===== config.mk =====
export PLATFORM = sky130hd
export DESIGN_NAME = jtcop_snd_romarb
export DESIGN_NICKNAME = d
export VERILOG_FILES = /design/src/rtl/jtcop_snd_pkg.sv /design/src/rtl/jtcop_romarb_cache.sv /design/src/rtl/jtcop_snd_romarb.sv
export SDC_FILE = /design/constraint.sdc
export NUM_CORES = 1
export LEC_CHECK = 0
export CAP_MARGIN = 30
export CORE_UTILIZATION = 54
export CTS_BUF_LIST = sky130_fd_sc_hd__clkbuf_16
export CTS_CLUSTER_DIAMETER = 80
export DETAILED_ROUTE_END_ITERATION = 7
export MAX_ROUTING_LAYER = met4
export PLACE_DENSITY = 0.82
export RECOVER_POWER = 50
export SLEW_MARGIN = 20
export SYNTH_ARGS = -nofsm -noshare
export SYNTH_HDL_FRONTEND = slang
export SYNTH_HIERARCHICAL = 1
export SYNTH_SLANG_ARGS = --single-unit

===== constraint.sdc =====
create_clock -name clk24 -period 4.6 [get_ports clk24]
set_input_delay 0.92 -clock clk24 [delete_from_list [all_inputs] [get_ports clk24]]
set_output_delay 0.92 -clock clk24 [all_outputs]
set_load 0.02 [all_outputs]

===== src/rtl/jtcop_snd_pkg.sv =====
// Shared types for the sound-domain ROM arbiter.
// FSM states, owner encoding and the default ADPCM base.
package jtcop_snd_pkg;

  typedef enum logic [1:0] {
    IDLE = 2'd0,
    REQ  = 2'd1,
    WAIT = 2'd2
  } arb_st_t;

  typedef enum logic {
    OWN_SND = 1'b0,
    OWN_PCM = 1'b1
  } arb_own_t;

  localparam logic [18:0] PCM_OFFSET_DEF = 19'h10000;

  function automatic logic [15:0] sat_inc(
    input logic [15:0] v
  );
    return (&v) ? v : v + 16'd1;
  endfunction

endpackage


===== src/rtl/jtcop_romarb_cache.sv =====
// One-entry read cache: tag, data and valid bit.
// Hit compare is combinational; fills come from the arbiter.
module jtcop_romarb_cache #(
  parameter int AW = 16
) (
  input  logic          clk,
  input  logic          rst,
  input  logic          i_cs,
  input  logic [AW-1:0] i_addr,
  input  logic          i_wr,
  input  logic [AW-1:0] i_wtag,
  input  logic [7:0]    i_wdata,
  output logic          o_ok,
  output logic          o_miss,
  output logic [7:0]    o_data
);

  logic          r_valid;
  logic [AW-1:0] r_tag;
  logic [7:0]    r_data;
  logic          w_hit;

  assign w_hit  = r_valid & (i_addr == r_tag);
  assign o_ok   = i_cs & w_hit;
  assign o_miss = i_cs & ~w_hit;
  assign o_data = r_data;

  // Store the fetched byte under the address latched at grant time
  always_ff @(posedge clk or posedge rst) begin
    if (rst) begin
      r_valid <= 1'b0;
      r_tag   <= '0;
      r_data  <= 8'd0;
    end else if (i_wr) begin
      r_valid <= 1'b1;
      r_tag   <= i_wtag;
      r_data  <= i_wdata;
    end
  end

endmodule


===== src/rtl/jtcop_snd_romarb.sv =====
// Shares one SDRAM ROM channel between sound CPU and ADPCM.
// Optional hit/miss counters: define JTCOP_ROMARB_STATS_EN.
module jtcop_snd_romarb
  import jtcop_snd_pkg::*;
#(
  parameter int SND_AW = 16,
  parameter int PCM_AW = 18,
  parameter int OUT_AW = 19,
  parameter logic [OUT_AW-1:0] PCM_OFFSET =
    OUT_AW'(PCM_OFFSET_DEF)
) (
  input  logic              clk24,
  input  logic              rst24,
  input  logic              snd_cs,
  input  logic [SND_AW-1:0] snd_addr,
  output logic [7:0]        snd_data,
  output logic              snd_ok,
  input  logic              adpcm_cs,
  input  logic [PCM_AW-1:0] adpcm_addr,
  output logic [7:0]        adpcm_data,
  output logic              adpcm_ok,
  output logic              rom_cs,
  output logic [OUT_AW-1:0] rom_addr,
  input  logic [7:0]        rom_data,
  input  logic              rom_ok,
  input  logic [7:0]        st_addr,
  output logic [7:0]        st_dout
);

  arb_st_t           r_st;
  arb_own_t          r_own;
  logic              r_fair;
  logic              r_rom_cs;
  logic [OUT_AW-1:0] r_rom_addr;
  logic [SND_AW-1:0] r_snd_lat;
  logic [PCM_AW-1:0] r_pcm_lat;

  logic              w_snd_ok;
  logic              w_snd_miss;
  logic              w_pcm_ok;
  logic              w_pcm_miss;
  logic              w_any_miss;
  logic              w_grant_pcm;
  logic              w_fill;
  logic              w_fill_snd;
  logic              w_fill_pcm;
  logic [OUT_AW-1:0] w_snd_rom;
  logic [OUT_AW-1:0] w_pcm_rom;
  logic              w_unused_st;

  assign w_snd_rom = OUT_AW'(snd_addr);
  assign w_pcm_rom = PCM_OFFSET + OUT_AW'(adpcm_addr);

  assign w_any_miss  = w_snd_miss | w_pcm_miss;
  assign w_grant_pcm = w_pcm_miss & (~w_snd_miss | r_fair);

  assign w_fill     = (r_st == WAIT) & rom_ok;
  assign w_fill_snd = w_fill & (r_own == OWN_SND);
  assign w_fill_pcm = w_fill & (r_own == OWN_PCM);

  assign snd_ok   = w_snd_ok;
  assign adpcm_ok = w_pcm_ok;
  assign rom_cs   = r_rom_cs;
  assign rom_addr = r_rom_addr;

  jtcop_romarb_cache #(
    .AW (SND_AW)
  ) u_snd (
    .clk     (clk24),
    .rst     (rst24),
    .i_cs    (snd_cs),
    .i_addr  (snd_addr),
    .i_wr    (w_fill_snd),
    .i_wtag  (r_snd_lat),
    .i_wdata (rom_data),
    .o_ok    (w_snd_ok),
    .o_miss  (w_snd_miss),
    .o_data  (snd_data)
  );

  jtcop_romarb_cache #(
    .AW (PCM_AW)
  ) u_pcm (
    .clk     (clk24),
    .rst     (rst24),
    .i_cs    (adpcm_cs),
    .i_addr  (adpcm_addr),
    .i_wr    (w_fill_pcm),
    .i_wtag  (r_pcm_lat),
    .i_wdata (rom_data),
    .o_ok    (w_pcm_ok),
    .o_miss  (w_pcm_miss),
    .o_data  (adpcm_data)
  );

  // Grant one miss at a time; REQ skips a possibly stale rom_ok
  always_ff @(posedge clk24 or posedge rst24) begin
    if (rst24) begin
      r_st       <= IDLE;
      r_own      <= OWN_SND;
      r_fair     <= 1'b0;
      r_rom_cs   <= 1'b0;
      r_rom_addr <= '0;
      r_snd_lat  <= '0;
      r_pcm_lat  <= '0;
    end else begin
      unique case (r_st)
        IDLE: begin
          if (w_any_miss) begin
            r_st     <= REQ;
            r_rom_cs <= 1'b1;
            if (w_grant_pcm) begin
              r_own      <= OWN_PCM;
              r_rom_addr <= w_pcm_rom;
              r_pcm_lat  <= adpcm_addr;
              r_fair     <= 1'b0;
            end else begin
              r_own      <= OWN_SND;
              r_rom_addr <= w_snd_rom;
              r_snd_lat  <= snd_addr;
              if (w_pcm_miss) r_fair <= 1'b1;
            end
          end
        end
        REQ: begin
          r_st <= WAIT;
        end
        WAIT: begin
          if (rom_ok) begin
            r_st     <= IDLE;
            r_rom_cs <= 1'b0;
          end
        end
        default: begin
          r_st     <= IDLE;
          r_rom_cs <= 1'b0;
        end
      endcase
    end
  end

`ifdef JTCOP_ROMARB_STATS_EN

  logic              r_snd_cs_d;
  logic              r_pcm_cs_d;
  logic [SND_AW-1:0] r_snd_addr_d;
  logic [PCM_AW-1:0] r_pcm_addr_d;
  logic [15:0]       r_snd_hit;
  logic [15:0]       r_snd_mis;
  logic [15:0]       r_pcm_hit;
  logic [15:0]       r_pcm_mis;
  logic [7:0]        r_st_dout;
  logic              w_snd_hit_ev;
  logic              w_pcm_hit_ev;
  logic              w_snd_grant;
  logic              w_pcm_grant;

  // A hit counts once per new request, not on a fill
  assign w_snd_hit_ev = w_snd_ok &
    (~r_snd_cs_d | (snd_addr != r_snd_addr_d));
  assign w_pcm_hit_ev = w_pcm_ok &
    (~r_pcm_cs_d | (adpcm_addr != r_pcm_addr_d));

  assign w_snd_grant = (r_st == IDLE) & w_any_miss &
    ~w_grant_pcm;
  assign w_pcm_grant = (r_st == IDLE) & w_grant_pcm;

  // Track previous request to detect new hit events
  always_ff @(posedge clk24 or posedge rst24) begin
    if (rst24) begin
      r_snd_cs_d   <= 1'b0;
      r_pcm_cs_d   <= 1'b0;
      r_snd_addr_d <= '0;
      r_pcm_addr_d <= '0;
    end else begin
      r_snd_cs_d   <= snd_cs;
      r_pcm_cs_d   <= adpcm_cs;
      r_snd_addr_d <= snd_addr;
      r_pcm_addr_d <= adpcm_addr;
    end
  end

  // Saturating hit and miss counters
  always_ff @(posedge clk24 or posedge rst24) begin
    if (rst24) begin
      r_snd_hit <= 16'd0;
      r_snd_mis <= 16'd0;
      r_pcm_hit <= 16'd0;
      r_pcm_mis <= 16'd0;
    end else begin
      if (w_snd_hit_ev) r_snd_hit <= sat_inc(r_snd_hit);
      if (w_snd_grant)  r_snd_mis <= sat_inc(r_snd_mis);
      if (w_pcm_hit_ev) r_pcm_hit <= sat_inc(r_pcm_hit);
      if (w_pcm_grant)  r_pcm_mis <= sat_inc(r_pcm_mis);
    end
  end

  // Registered little-endian byte readout
  always_ff @(posedge clk24 or posedge rst24) begin
    if (rst24) begin
      r_st_dout <= 8'd0;
    end else begin
      unique case (st_addr[2:0])
        3'd0: r_st_dout <= r_snd_hit[7:0];
        3'd1: r_st_dout <= r_snd_hit[15:8];
        3'd2: r_st_dout <= r_snd_mis[7:0];
        3'd3: r_st_dout <= r_snd_mis[15:8];
        3'd4: r_st_dout <= r_pcm_hit[7:0];
        3'd5: r_st_dout <= r_pcm_hit[15:8];
        3'd6: r_st_dout <= r_pcm_mis[7:0];
        3'd7: r_st_dout <= r_pcm_mis[15:8];
      endcase
    end
  end

  assign st_dout     = r_st_dout;
  assign w_unused_st = ^st_addr[7:3];

`else

  assign st_dout     = 8'd0;
  assign w_unused_st = ^st_addr;

`endif

endmodule


==> run summary <==
The flow ran to the end, but the final reports show violations. The final reports fail on max-capacitance violations, max-slew violations. The post-synthesis sequential area ratio came out at 59.3%. The library cell used most frequently in the layout, excluding fill and tap cells, is sky130_fd_sc_hd__dfrtp_1.

The number of ports placed on the die boundary came out at 101. In this run the standard cell core region covers 8260 um2. The die area is 8970 um2. The leakage power total came out at 2.62 nW.

The count of endpoints failing hold in the final timing report is 0. The maximum clock frequency is 258 MHz. In the global route stage, overall resource usage came out at 25.5%. The cts-stage hold buffer count came out at 0. Clock-pin slew was measured on the worst setup and hold paths at 0.07 ns.

The power density relative to cell area is 684 nW/um2. The initial standard-cell utilization of the core is 56.2%. In this design, the largest share of critical-path delay is due to buffers and inverters. The post-synthesis register bit count is 110.

The floorplan has 33 rows. The end point of the worst hold path is r_snd_lat[11]. The number of antenna-violating nets in the routed design came out at 0. For this run, design rule violations remaining after detail routing come to 0. The mean instance size in the synthesized netlist is 14.2 um2. Along the worst hold path, the cell count comes to 1. The number of synthesized flops with an enable pin came out at 0. The tightest hold path in the finished design has a slack of 0.477 ns. The final worst setup slack is 0.728 ns. Setup repair after global routing left no endpoint under its margin. The average via count per standard cell came out at 5.65.

The remaining max-slew budget at the tightest pin came out at -11.8%. The total detailed-routing wirelength is 10,100 um. The transition time of the tightest slew-check pin came out at 1.68 ns.

The number of global-route vias before repair is 3,188. Across all register-to-register paths, the minimum setup slack is 1.93 ns. The placer congestion estimate is 0.767. The H-tree depth came out at 3. After clock tree synthesis, the setup repair step added 0 buffers.

Counting the fill cells in the layout gives 580. The global-route wire length before repair came out at 16,400 um. sky130_fd_sc_hd__dfrtp_1 takes more of the synthesized area than any other cell.

After synthesis, the cell types taking the most area are sky130_fd_sc_hd__dfrtp_1 59%, sky130_fd_sc_hd__mux2_2 17%, sky130_fd_sc_hd__xnor2_1 5.9%. The switching part of the total is 32.8%. The multi-input combinational cells in the finished layout cover a total of 1760 um2. For the worst-skew pair, the clock arrives at the later sink with an insertion delay of 0.34 ns. The post-route total power came out at 4.01 mW. In this design, the critical path's most frequently occurring cell is sky130_fd_sc_hd__clkdlybuf4s50_1.

The total overflow reported by the global router came out at 0. VDD sags by at most 0.399 mV. STA classifies the critical path startpoint as an input port. The sum of net half-perimeters after detailed placement is 7200 um. The number of buffers created by CTS is 9.

The area of all sequential standard cells came out at 2750 um2. Across the run, the number of max-cap violations was 1. The area growth from synthesis to layout is 26.3%. The combined area of all synthesized cells is 4640 um2.

In this run the vertical extent of the chip is 94.7 um. The worst register-to-register path ends at r_pcm_lat[8]. The minimum setup slack after placement is 0.756 ns. The count of routing violations after the opening detailed-route iteration came out at 113. The largest stage delay on the critical path is 0.60 ns. The number of vias in the routed layout is 2,974.

Leaving out fill and tap cells, the most frequent cells in the layout are 110 x sky130_fd_sc_hd__dfrtp_1, 73 x sky130_fd_sc_hd__clkdlybuf4s50_1, 69 x sky130_fd_sc_hd__mux2_2. The maximum clock path buffer count came out at 2. The routed length per instance is 19.3 um. The path class of the tightest hold or removal check is flip-flop to flip-flop.

STA classifies the critical path endpoint as a primary output. The switching component of the power came out at 1.31 mW. The most used flip-flop cell after synthesis is sky130_fd_sc_hd__dfrtp_1.

The number of cells after detailed placement came out at 510. The portion of the clock cycle consumed by the worst path in the final layout came out at 84.2%. The final clock skew came out at 0.0103 ns. The antenna diode count came out at 0. In the final layout, the share of cells above drive strength 1 is 22.8%.

The startpoint-to-endpoint class of the critical path is input port to primary output. The design internal power is 2.69 mW. The part of the total power dissipated in combinational logic is 37.7%. The portion of synthesized cell area occupied by the leading cell type is 59.3%.

The source of the worst hold timing path is r_snd_lat[11]. On the critical path, the stage with the largest delay is an instance of sky130_fd_sc_hd__clkdlybuf4s50_1. The number of instances in the synthesized netlist is 327.

In this run the critical register-to-register path is launched from u_pcm/r_tag[12]. The data arrival time of the critical path is 2.95 ns. The number of detailed-route iterations in the first pass is 5. The final layout net count is 472. The width of the die is 94.7 um.

In this run the clock root is driven by a sky130_fd_sc_hd__clkbuf_16. The number of failing setup endpoints in the final timing report is 0. Sequential cells account for 43.1% of the total power.

The worst endpoint required time is 3.68 ns. Traced cell by cell, the critical path runs through clkdlybuf4s50_1, xnor2_1, nand4_1, nor4_2, and4_1, clkdlybuf4s50_1. The shortest period the worst path allows is 3.87 ns.

The final sum of negative setup slack came out at 0 ns. The final number of max-transition violations is 28. The total of warnings raised by yosys came out at 6. Gates resized during post-CTS repair numbered 0. The share of power burned in the clock network is 19.2%. The number of distinct library cell variants in the gate-level netlist after synthesis is 35. Input and output buffers added on the ports amount to 84. TritonCTS built the clock tree. The total clock sinks came out at 110. The count of buffer and inverter cells on the critical path came out at 2.

The maximum number of pins on one net before global-route repair is 28. The top fanout value on the critical path is 2. The number of non-filler instances in the completed layout came out at 526. The number of antenna violations at the first check in global routing came out at 0.

The proportion of synthesized flip-flops having asynchronous set or reset is 100%. The number of cells on the worst reg-to-reg path is 8.
-- flip-flops by register name, indices dropped and copies added (netlist names) --
signal,cells
r_own,1
u_snd/o_data,8
u_pcm/o_data,8
rom_addr,19
u_snd/r_valid,1
u_pcm/r_valid,1
r_snd_lat,16
r_st,2
r_fair,1
u_snd/r_tag,16
r_pcm_lat,18
rom_cs,1
u_pcm/r_tag,18
-- power by group through the flow --
stage | clock network [mW] | registers, mW | logic (mW)
2_1_floorplan | 0 | 1.85 | 0.818
6_report | 0.769 | 1.73 | 1.51
4_1_cts | 0.778 | 1.73 | 1.54
3_3_place_gp | 0 | 1.70 | 1.49
3_5_place_dp | 0 | 1.73 | 1.53
5_1_grt | 0.810 | 1.78 | 1.62
-- layer usage --
| metal | global-route usage [%] | share of wire, % |
|---|---|---|
| met1 | 33.7 | 44 |
| met2 | 41.7 | 51 |
| met3 | 5.07 | 3.5 |
| met4 | 4.04 | 0.57 |
| met5 | - | 0 |
-- worst max-delay path by stage --
stage,start,end,slack (ns),cells past startpoint
after floorplan,snd_addr[3],snd_ok,1.91,4
after global placement,snd_addr[3],snd_ok,0.77,6
after detailed placement,snd_addr[3],snd_ok,0.76,6
after CTS,snd_addr[3],snd_ok,0.74,6
after global routing,adpcm_addr[9],adpcm_ok,0.62,6
final,snd_addr[3],snd_ok,0.73,6
-- Yosys cell counts (2+ instances only) --
cell                       number
sky130_fd_sc_hd__buf_2          7
sky130_fd_sc_hd__clkbuf_1       4
sky130_fd_sc_hd__a221o_1       16
sky130_fd_sc_hd__and3_1        17
sky130_fd_sc_hd__or2_2          2
sky130_fd_sc_hd__xnor2_1       31
sky130_fd_sc_hd__dfrtp_1      110
sky130_fd_sc_hd__nand2_1        2
sky130_fd_sc_hd__a21o_1        17
sky130_fd_sc_hd__a22o_1         3
sky130_fd_sc_hd__buf_4          9
sky130_fd_sc_hd__nand4_1        7
sky130_fd_sc_hd__xor2_1         3
sky130_fd_sc_hd__o21ai_0        3
sky130_fd_sc_hd__inv_1          6
sky130_fd_sc_hd__mux2_2        69
sky130_fd_sc_hd__buf_6          3
-- final cells by class --
class / count / share of cell area (%)
Inverter: 6 / 0.384
Clock inverter: 7 / 1.28
Sequential cell: 110 / 47.0
Multi-Input combinational cell: 195 / 30.0
Tap cell: 105 / 2.24
Timing Repair Buffer: 94 / 15.3
Clock buffer: 9 / 3.84
-- cells by family after synthesis --
logic type,count (synthesis),synth area share (%)
simple gates,40,5.63
other cells,1,0.0808
compound gates,43,7.79
buf+inv,29,3.75
xor+xnor,34,6.42
flops,110,59.3
mux,69,16.7
fa+ha+maj,1,0.270
-- through the flow --
stage	utilization [%]	cell area, um2
2_1_floorplan	-	4670
3_3_place_gp	67.4	5560
3_5_place_dp	67.9	5610
4_1_cts	71.6	5910
5_1_grt	71.0	5860
6_report	71.0	5860
Note: power is estimated with default switching activity, not from simulation.
